**src/rtl/sram_arbiter.sv**
```systemverilog
// sram_arbiter: shares one asynchronous SRAM between two requester ports.
// Each access runs as SETUP -> ACCESS (WAIT_CYCLES) -> HOLD with registered
// strobes. Ties are resolved round-robin by default. Defining
// SRAM_ARB_FIXED_PRIO_EN makes port 0 win every tie instead.
module sram_arbiter #(
  parameter int AW          = 19,
  parameter int DW          = 16,
  parameter int WAIT_CYCLES = 2
) (
  input  logic          clk,
  input  logic          rst,
  input  logic          req0,
  input  logic          we0,
  input  logic [AW-1:0] addr0,
  input  logic [DW-1:0] wdata0,
  output logic [DW-1:0] rdata0,
  output logic          ack0,
  input  logic          req1,
  input  logic          we1,
  input  logic [AW-1:0] addr1,
  input  logic [DW-1:0] wdata1,
  output logic [DW-1:0] rdata1,
  output logic          ack1,
  output logic [AW-1:0] ram_addr,
  output logic [DW-1:0] ram_dat_out,
  output logic          ram_dat_oe,
  input  logic [DW-1:0] ram_dat_in,
  output logic          ram_cs_n,
  output logic          ram_oe_n,
  output logic          ram_we_n,
  output logic          busy
);

  // The strobe counter is 4 bits wide, so only 1..15 strobe cycles fit.
  if (WAIT_CYCLES < 1 || WAIT_CYCLES > 15) begin : g_bad_wait
    $error("sram_arbiter: WAIT_CYCLES must be in 1..15");
  end

  localparam logic [3:0] CNT_LOAD = 4'(WAIT_CYCLES - 1);

  typedef enum logic [1:0] {IDLE, SETUP, ACCESS, HOLD} state_t;

  state_t        state_q, state_d;
  logic [3:0]    cnt_q, cnt_d;
  logic          grant_q, grant_d;
  logic          wr_q, wr_d;
`ifndef SRAM_ARB_FIXED_PRIO_EN
  logic          last_q, last_d;
`endif
  logic [AW-1:0] addr_q, addr_d;
  logic [DW-1:0] dout_q, dout_d;
  logic [DW-1:0] rdata0_q, rdata0_d, rdata1_q, rdata1_d;
  logic          ack0_q, ack0_d, ack1_q, ack1_d;
  logic          cs_n_q, cs_n_d, oe_n_q, oe_n_d, we_n_q, we_n_d;
  logic          dat_oe_q, dat_oe_d, busy_q, busy_d;
  logic          pick;

  // Next-state, arbitration and registered-output decode; the strobes are
  // derived from the next state so they line up with the state register.
  always_comb begin
    state_d  = state_q;
    cnt_d    = cnt_q;
    grant_d  = grant_q;
    wr_d     = wr_q;
`ifndef SRAM_ARB_FIXED_PRIO_EN
    last_d   = last_q;
`endif
    addr_d   = addr_q;
    dout_d   = dout_q;
    rdata0_d = rdata0_q;
    rdata1_d = rdata1_q;
    ack0_d   = 1'b0;
    ack1_d   = 1'b0;
    pick     = 1'b0;
    case (state_q)
      IDLE: begin
        if (req0 || req1) begin
          if (req0 && req1) begin
`ifdef SRAM_ARB_FIXED_PRIO_EN
            pick = 1'b0;
`else
            pick = ~last_q;
`endif
          end else begin
            pick = req1;
          end
          grant_d = pick;
          wr_d    = pick ? we1 : we0;
          addr_d  = pick ? addr1 : addr0;
          if (wr_d) begin
            dout_d = pick ? wdata1 : wdata0;
          end
`ifndef SRAM_ARB_FIXED_PRIO_EN
          last_d  = pick;
`endif
          state_d = SETUP;
        end
      end
      SETUP: begin
        cnt_d   = CNT_LOAD;
        state_d = ACCESS;
      end
      ACCESS: begin
        if (cnt_q == 4'd0) begin
          state_d = HOLD;
          if (!wr_q) begin
            if (grant_q) begin
              rdata1_d = ram_dat_in;
            end else begin
              rdata0_d = ram_dat_in;
            end
          end
          ack0_d = ~grant_q;
          ack1_d = grant_q;
        end else begin
          cnt_d = cnt_q - 4'd1;
        end
      end
      HOLD: begin
        state_d = IDLE;
      end
      default: begin
        state_d = IDLE;
      end
    endcase
    cs_n_d   = (state_d == IDLE);
    oe_n_d   = !(!wr_d && (state_d == SETUP || state_d == ACCESS));
    we_n_d   = !(wr_d && state_d == ACCESS);
    dat_oe_d = wr_d && (state_d != IDLE);
    busy_d   = (state_d != IDLE);
  end

  // State and output registers; reset abandons any access in flight.
  always_ff @(posedge clk) begin
    if (rst) begin
      state_q  <= IDLE;
      cnt_q    <= 4'd0;
      grant_q  <= 1'b0;
      wr_q     <= 1'b0;
`ifndef SRAM_ARB_FIXED_PRIO_EN
      last_q   <= 1'b1;
`endif
      addr_q   <= '0;
      dout_q   <= '0;
      rdata0_q <= '0;
      rdata1_q <= '0;
      ack0_q   <= 1'b0;
      ack1_q   <= 1'b0;
      cs_n_q   <= 1'b1;
      oe_n_q   <= 1'b1;
      we_n_q   <= 1'b1;
      dat_oe_q <= 1'b0;
      busy_q   <= 1'b0;
    end else begin
      state_q  <= state_d;
      cnt_q    <= cnt_d;
      grant_q  <= grant_d;
      wr_q     <= wr_d;
`ifndef SRAM_ARB_FIXED_PRIO_EN
      last_q   <= last_d;
`endif
      addr_q   <= addr_d;
      dout_q   <= dout_d;
      rdata0_q <= rdata0_d;
      rdata1_q <= rdata1_d;
      ack0_q   <= ack0_d;
      ack1_q   <= ack1_d;
      cs_n_q   <= cs_n_d;
      oe_n_q   <= oe_n_d;
      we_n_q   <= we_n_d;
      dat_oe_q <= dat_oe_d;
      busy_q   <= busy_d;
    end
  end

  assign ram_addr    = addr_q;
  assign ram_dat_out = dout_q;
  assign ram_dat_oe  = dat_oe_q;
  assign ram_cs_n    = cs_n_q;
  assign ram_oe_n    = oe_n_q;
  assign ram_we_n    = we_n_q;
  assign rdata0      = rdata0_q;
  assign rdata1      = rdata1_q;
  assign ack0        = ack0_q;
  assign ack1        = ack1_q;
  assign busy        = busy_q;

endmodule

```
**config.mk**
```make
export PLATFORM = sky130hd
export DESIGN_NAME = sram_arbiter
export DESIGN_NICKNAME = d
export VERILOG_FILES = /design/src/rtl/sram_arbiter.sv
export SDC_FILE = /design/constraint.sdc
export NUM_CORES = 1
export LEC_CHECK = 0
export CORE_UTILIZATION = 37
export CTS_CLUSTER_SIZE = 8
export DETAILED_ROUTE_END_ITERATION = 10
export PLACE_DENSITY = 0.87
export SYNTH_ARGS = -nofsm -noshare
export SYNTH_HDL_FRONTEND = slang
export SYNTH_SLANG_ARGS = --single-unit
```
**constraint.sdc**
```tcl
create_clock -name clk -period 1.95 [get_ports clk]
set_clock_uncertainty 0.1 [all_clocks]
set_input_delay 0.39 -clock clk [delete_from_list [all_inputs] [get_ports clk]]
set_output_delay 0.39 -clock clk [all_outputs]
set_load 0.005 [all_outputs]
```
# == Word level (Yosys, flattened, before mapping) ==
# Cells that the tools add are included.
# word_totals
regBits,83
latch_bits,0
ramBits,0
rom_bits,0
input_bits,92
out_inout_bits,74
word_cells,61
mem_count,0
# op_classes
add_sub_neg,1
n_mul,0
div_mod_pow,0
n_lt_le_gt_ge,0
eq_ne,6
shift,0
muxes,13
bitwise,5
n_reduce_logical,20
# op_table
cell,count
$mux 19,1
$mux 16,1
$pmux 2 s4,1
$pmux 4 s2,1
$reduce_and 4->1,2
$eq 2x2->1 const B,3
$mux 1,6
$not 1->1,5
$eq 2x1->1 const B,2
$logic_and 1x1->1,4
$logic_not 2->1,2
$logic_not 4->1,1
$mux 2,2
$mux 4,1
$reduce_and 2->1,2
$reduce_bool 2->1,2
$sub 4x1->4 const B,1
$logic_not 1->1,3
$reduce_and 3->1,1
$reduce_or 3->1,1
$logic_or 1x1->1,2
$ne 2x2->1 const B,1

# == Depth between registers and ports, before layout ==
# depth
word_depth,10
depth_mapped,9

# == Worst setup path before layout ==
# No wires, ideal clock.
# synth_path
kind,reg2reg
start,register cnt_q[0]
end,"register cs_n_q, in the netlist ram_cs_n"
t_arrival_ns,1.786
slack_ns,-0.059
stages_incl_launch_ff,8
path_buffers,0
cell_sequence,dfxtp_1 inv_1 ha_1 or3b_2 o21ai_0 o22ai_1 ha_1 or2_2
# synth_via
elab_chain_len,4
# synth_rtl
element,line_no,rtl
"start, declared",44,"logic [3:0] cnt_q, cnt_d;"
"start signal, assigned",156,cnt_q <= cnt_d;
$logic_not 4->1,104,if (cnt_q == 4'd0) begin
$mux 2,104,
$pmux 2 s4,75,case (state_q)
$logic_not 2->1,126,cs_n_d = (state_d == IDLE);
net cs_n_d,54,"logic cs_n_q, cs_n_d, oe_n_q, oe_n_d, we_n_q, we_n_d;"
"end signal, assigned",168,cs_n_q <= cs_n_d;
"end, declared",54,
# The timed path passes the listed nets, and every way through them passes these cells.
# A chain may end at the register's enable or synchronous reset.

# == Final worst setup path ==
# layout_path
start,register cnt_q[1]
end,"register cs_n_q, in the netlist ram_cs_n"
# The elaborated chain is that of the path after synthesis.

==> impl_metrics.py <==
metrics = {
    "outcome": {
        "status": "finished clean",
    },
    "worst_setup_path": {
        "worstPathArrival_ps": 2020,
        "path_max_fanout": 3,
        "cp-end-kind": "flop",
        "cp.required_ps": 2070,
        "crit_type": "flop to flop",
        "critPathLaunchType": "flop",
    },
    "final_layout": {
        "n_antenna_cell": 0,
        "postLayoutCellArea_um2": 5610,
        "fin_nets": 648,
        "layout.cells.non_filler": 664,
        "drive_above_1_share_pct": 13.2,
        "fill_cells": 767,
        "syn_to_final_growth_pct": 60.7,
    },
    "logic_synthesis": {
        "ys_types": 42,
        "synth_flop_cell": "dfxtp_1",
        "ys_top_cells_by_area": "dfxtp_1 48%, mux2i_1 10%, a21oi_1 7.3%, nand2_1 7.2%, a211oi_1 5.4%",
        "synth_common_cells": "83 x dfxtp_1, 67 x nand2_1, 51 x a21oi_1",
        "yosysWarnings": 0,
        "synth_edf_count": 0,
        "synth_area_um2": 3490,
        "synth.most_common_cell": "dfxtp_1",
        "synthesis.nets": 476,
        "synth_largest_area_cell": "dfxtp_1",
        "syn_avg_cell_area_um2": 9.28,
        "synth_top_cell_area_share_pct": 47.6,
        "ys_async_sr_fraction_pct": 0,
        "netlist_instances": 376,
        "synth-seq-area-share_pct": 47.6,
        "ys_ff_latch": 83,
    },
    "die": {
        "die_y_um": 99.1,
        "core_um2": 9200,
        "start_util_pct": 37.9,
        "dieArea_um2": 9820,
        "ioPinCount": 166,
        "fp.dieW_um": 99.1,
        "num_rows": 35,
    },
    "pwr": {
        "swShare_pct": 34.0,
        "power_frac_comb_pct": 44.6,
        "internal_power_mw": 4.08,
        "powerDensity_nw_per_um2": 1100,
        "p_leak_nw": 2.03,
        "clockPowerShare_pct": 18.0,
        "pwr-share-seq_pct": 37.3,
        "ir_drop_mv": 0.622,
        "power.switching_mw": 2.10,
    },
    "global_route": {
        "use_met3_pct": 4.78,
        "grt_overflow": 0,
        "grt_max_degree": 39,
        "busiest_layer": "met2",
        "gr-usage-met1_pct": 21.7,
        "antenna_found_initial": 0,
        "grt_pass1_wl_mm": 15.3,
        "grtUsageMet2_pct": 35.9,
        "grt_pass1_vias": 3334,
        "grtUsageTotal_pct": 19.4,
    },
    "timing": {
        "maxSlewViolCount": 0,
        "setup_viol": 0,
        "hold_viol": 0,
        "fin_hold_ws_ps": 360,
        "rsz0062_at_grt": "true",
        "slew_headroom_pct": 47.4,
        "tightestPinTransition_ps": 788,
        "maxClockFrequency_mhz": 527,
        "worst_slack_ps": 51.1,
        "period_share_pct": 97.4,
        "fin_crit_ps": 1900,
    },
    "drt": {
        "via_count": 3348,
        "wirelength_mm": 9.34,
        "drt-pass1-iter-count": 4,
        "routedWlPerCell_um": 14.1,
        "drc_errors": 0,
        "drtIter0Drc": 117,
        "antenna_left": 0,
        "viasPerCell": 5.04,
    },
    "placement": {
        "placed_cell_area_um2": 5370,
        "dp_cells": 644,
        "port_buffers": 165,
        "dp_hpwl_mm": 7.05,
        "routabilityCongestion": 0.734,
        "place_ws_ps": -223,
    },
    "clocking": {
        "clk_pin_slew_ps": 90,
        "h-tree-depth": 3,
        "holdBufCountCts": 0,
        "cts_tree": "done",
        "cts.sinks": 83,
        "cts_buffers": 9,
        "cts.path.max_buffers": 2,
        "root_buffer": "clkbuf_8",
        "clk_latency_ps": 340,
    },
    "job": {
        "drv_cap": 0,
    },
    "hold_path": {
        "hp-class": "flop to flop",
    },
}
[flip-flops by register name (all words and copies together) (netlist names)]
name and flops:
state_q 2, ack1 1, busy 1, ram_dat_oe 1
ram_dat_out 16, ram_we_n 1, cnt_q 4, ram_addr 19
rdata0 16, ram_oe_n 1, wr_q 1, last_q 1
rdata1 16, ram_cs_n 1, grant_q 1, ack0 1
[final timing paths]
path         slack (ps)  startpoint  depth (start not counted)         to
min reg2reg         360   rdata1[4]                          2  rdata1[4]
min                 360   rdata1[4]                          2  rdata1[4]
max reg2reg          50    cnt_q[1]                          8   ram_cs_n
max                  50    cnt_q[1]                          8   ram_cs_n
[final cells by class]
| type | count | area [um2] | area share, % |
|---|---|---|---|
| Multi-Input combinational cell | 257 | 1700 | 30.4 |
| Inverter | 5 | 18.8 | 0.335 |
| Sequential cell | 83 | 1670 | 29.7 |
| Timing Repair Buffer | 192 | 1900 | 33.9 |
| Clock inverter | 7 | 52.6 | 0.937 |
| Tap cell | 111 | 139 | 2.48 |
| Clock buffer | 9 | 124 | 2.21 |
[repair_timing]
action                     4_1_cts  5_1_grt
pin swaps                        2        3
setup endpoints to repair        3       14
setup buffers                    3        1
gates resized for setup          5        6
hold endpoints to repair         0        0
cloned                           0        0
[power groups by stage]
stage / registers [mW] / logic [mW] / clock network (mW)
2_1_floorplan: 2.34 / 1.33 / 0
3_3_place_gp: 2.32 / 2.54 / 0
3_5_place_dp: 2.34 / 2.64 / 0
4_1_cts: 2.31 / 2.71 / 1.14
5_1_grt: 2.36 / 3.01 / 1.24
6_report: 2.31 / 2.76 / 1.11
[stage by stage]
| stage | total power [mW] | utilization, % | setup TNS, ps |
|---|---|---|---|
| 6_report | 6.18 | 61.0 | 0 |
| 5_1_grt | 6.61 | 61.0 | -9.01 |
| 4_1_cts | 6.17 | 60.7 | 0 |
| 3_5_place_dp | 4.97 | 58.3 | -4390 |
| 3_3_place_gp | 4.87 | 58.3 | -2570 |
| 2_1_floorplan | 3.67 | - | -19.2 |
[kinds of logic (layout without fill, tap and decap cells)]
kind of cell | Yosys count | in the layout | synth area share (%)
AOI/OAI and AO/OA | 100 | 100 | 19.1
and+or+nand+nor | 113 | 113 | 14.8
adders and majority gates | 8 | 8 | 2.87
muxes | 36 | 36 | 10.4
DFF | 83 | 83 | 47.6
buffers and inverters | 36 | 213 | 5.24
[per-layer routing]
| metal | up-vias | part of all wire, % |
|---|---|---|
| met5 | - | 0 |
| met2 | 123 | 52 |
| li1 | 1655 | - |
| met4 | 0 | 1.8 |
| met1 | 1552 | 40 |
| met3 | 18 | 6.4 |
[layout by cell type (no fill, tap or decap), types with 9 or more instances in the layout]
cell type and instances:
nor2_1 27, nand2_1 67, a21oi_1 51, a211oi_1 25, mux2i_1 35, dfxtp_1 80
buf_4 22, a211oi_2 10, clkdlybuf4s50_1 164, clkbuf_8 9
[worst max-delay path, stage by stage, from the launching register on]
cell	delay, ps
dfxtp_2	330
inv_2	70
ha_4	130
or3b_4	380
o21ai_2	130
o22ai_2	100
buf_6	130
ha_4	140
or2_2	270
Power figures use the tool's default switching activity.
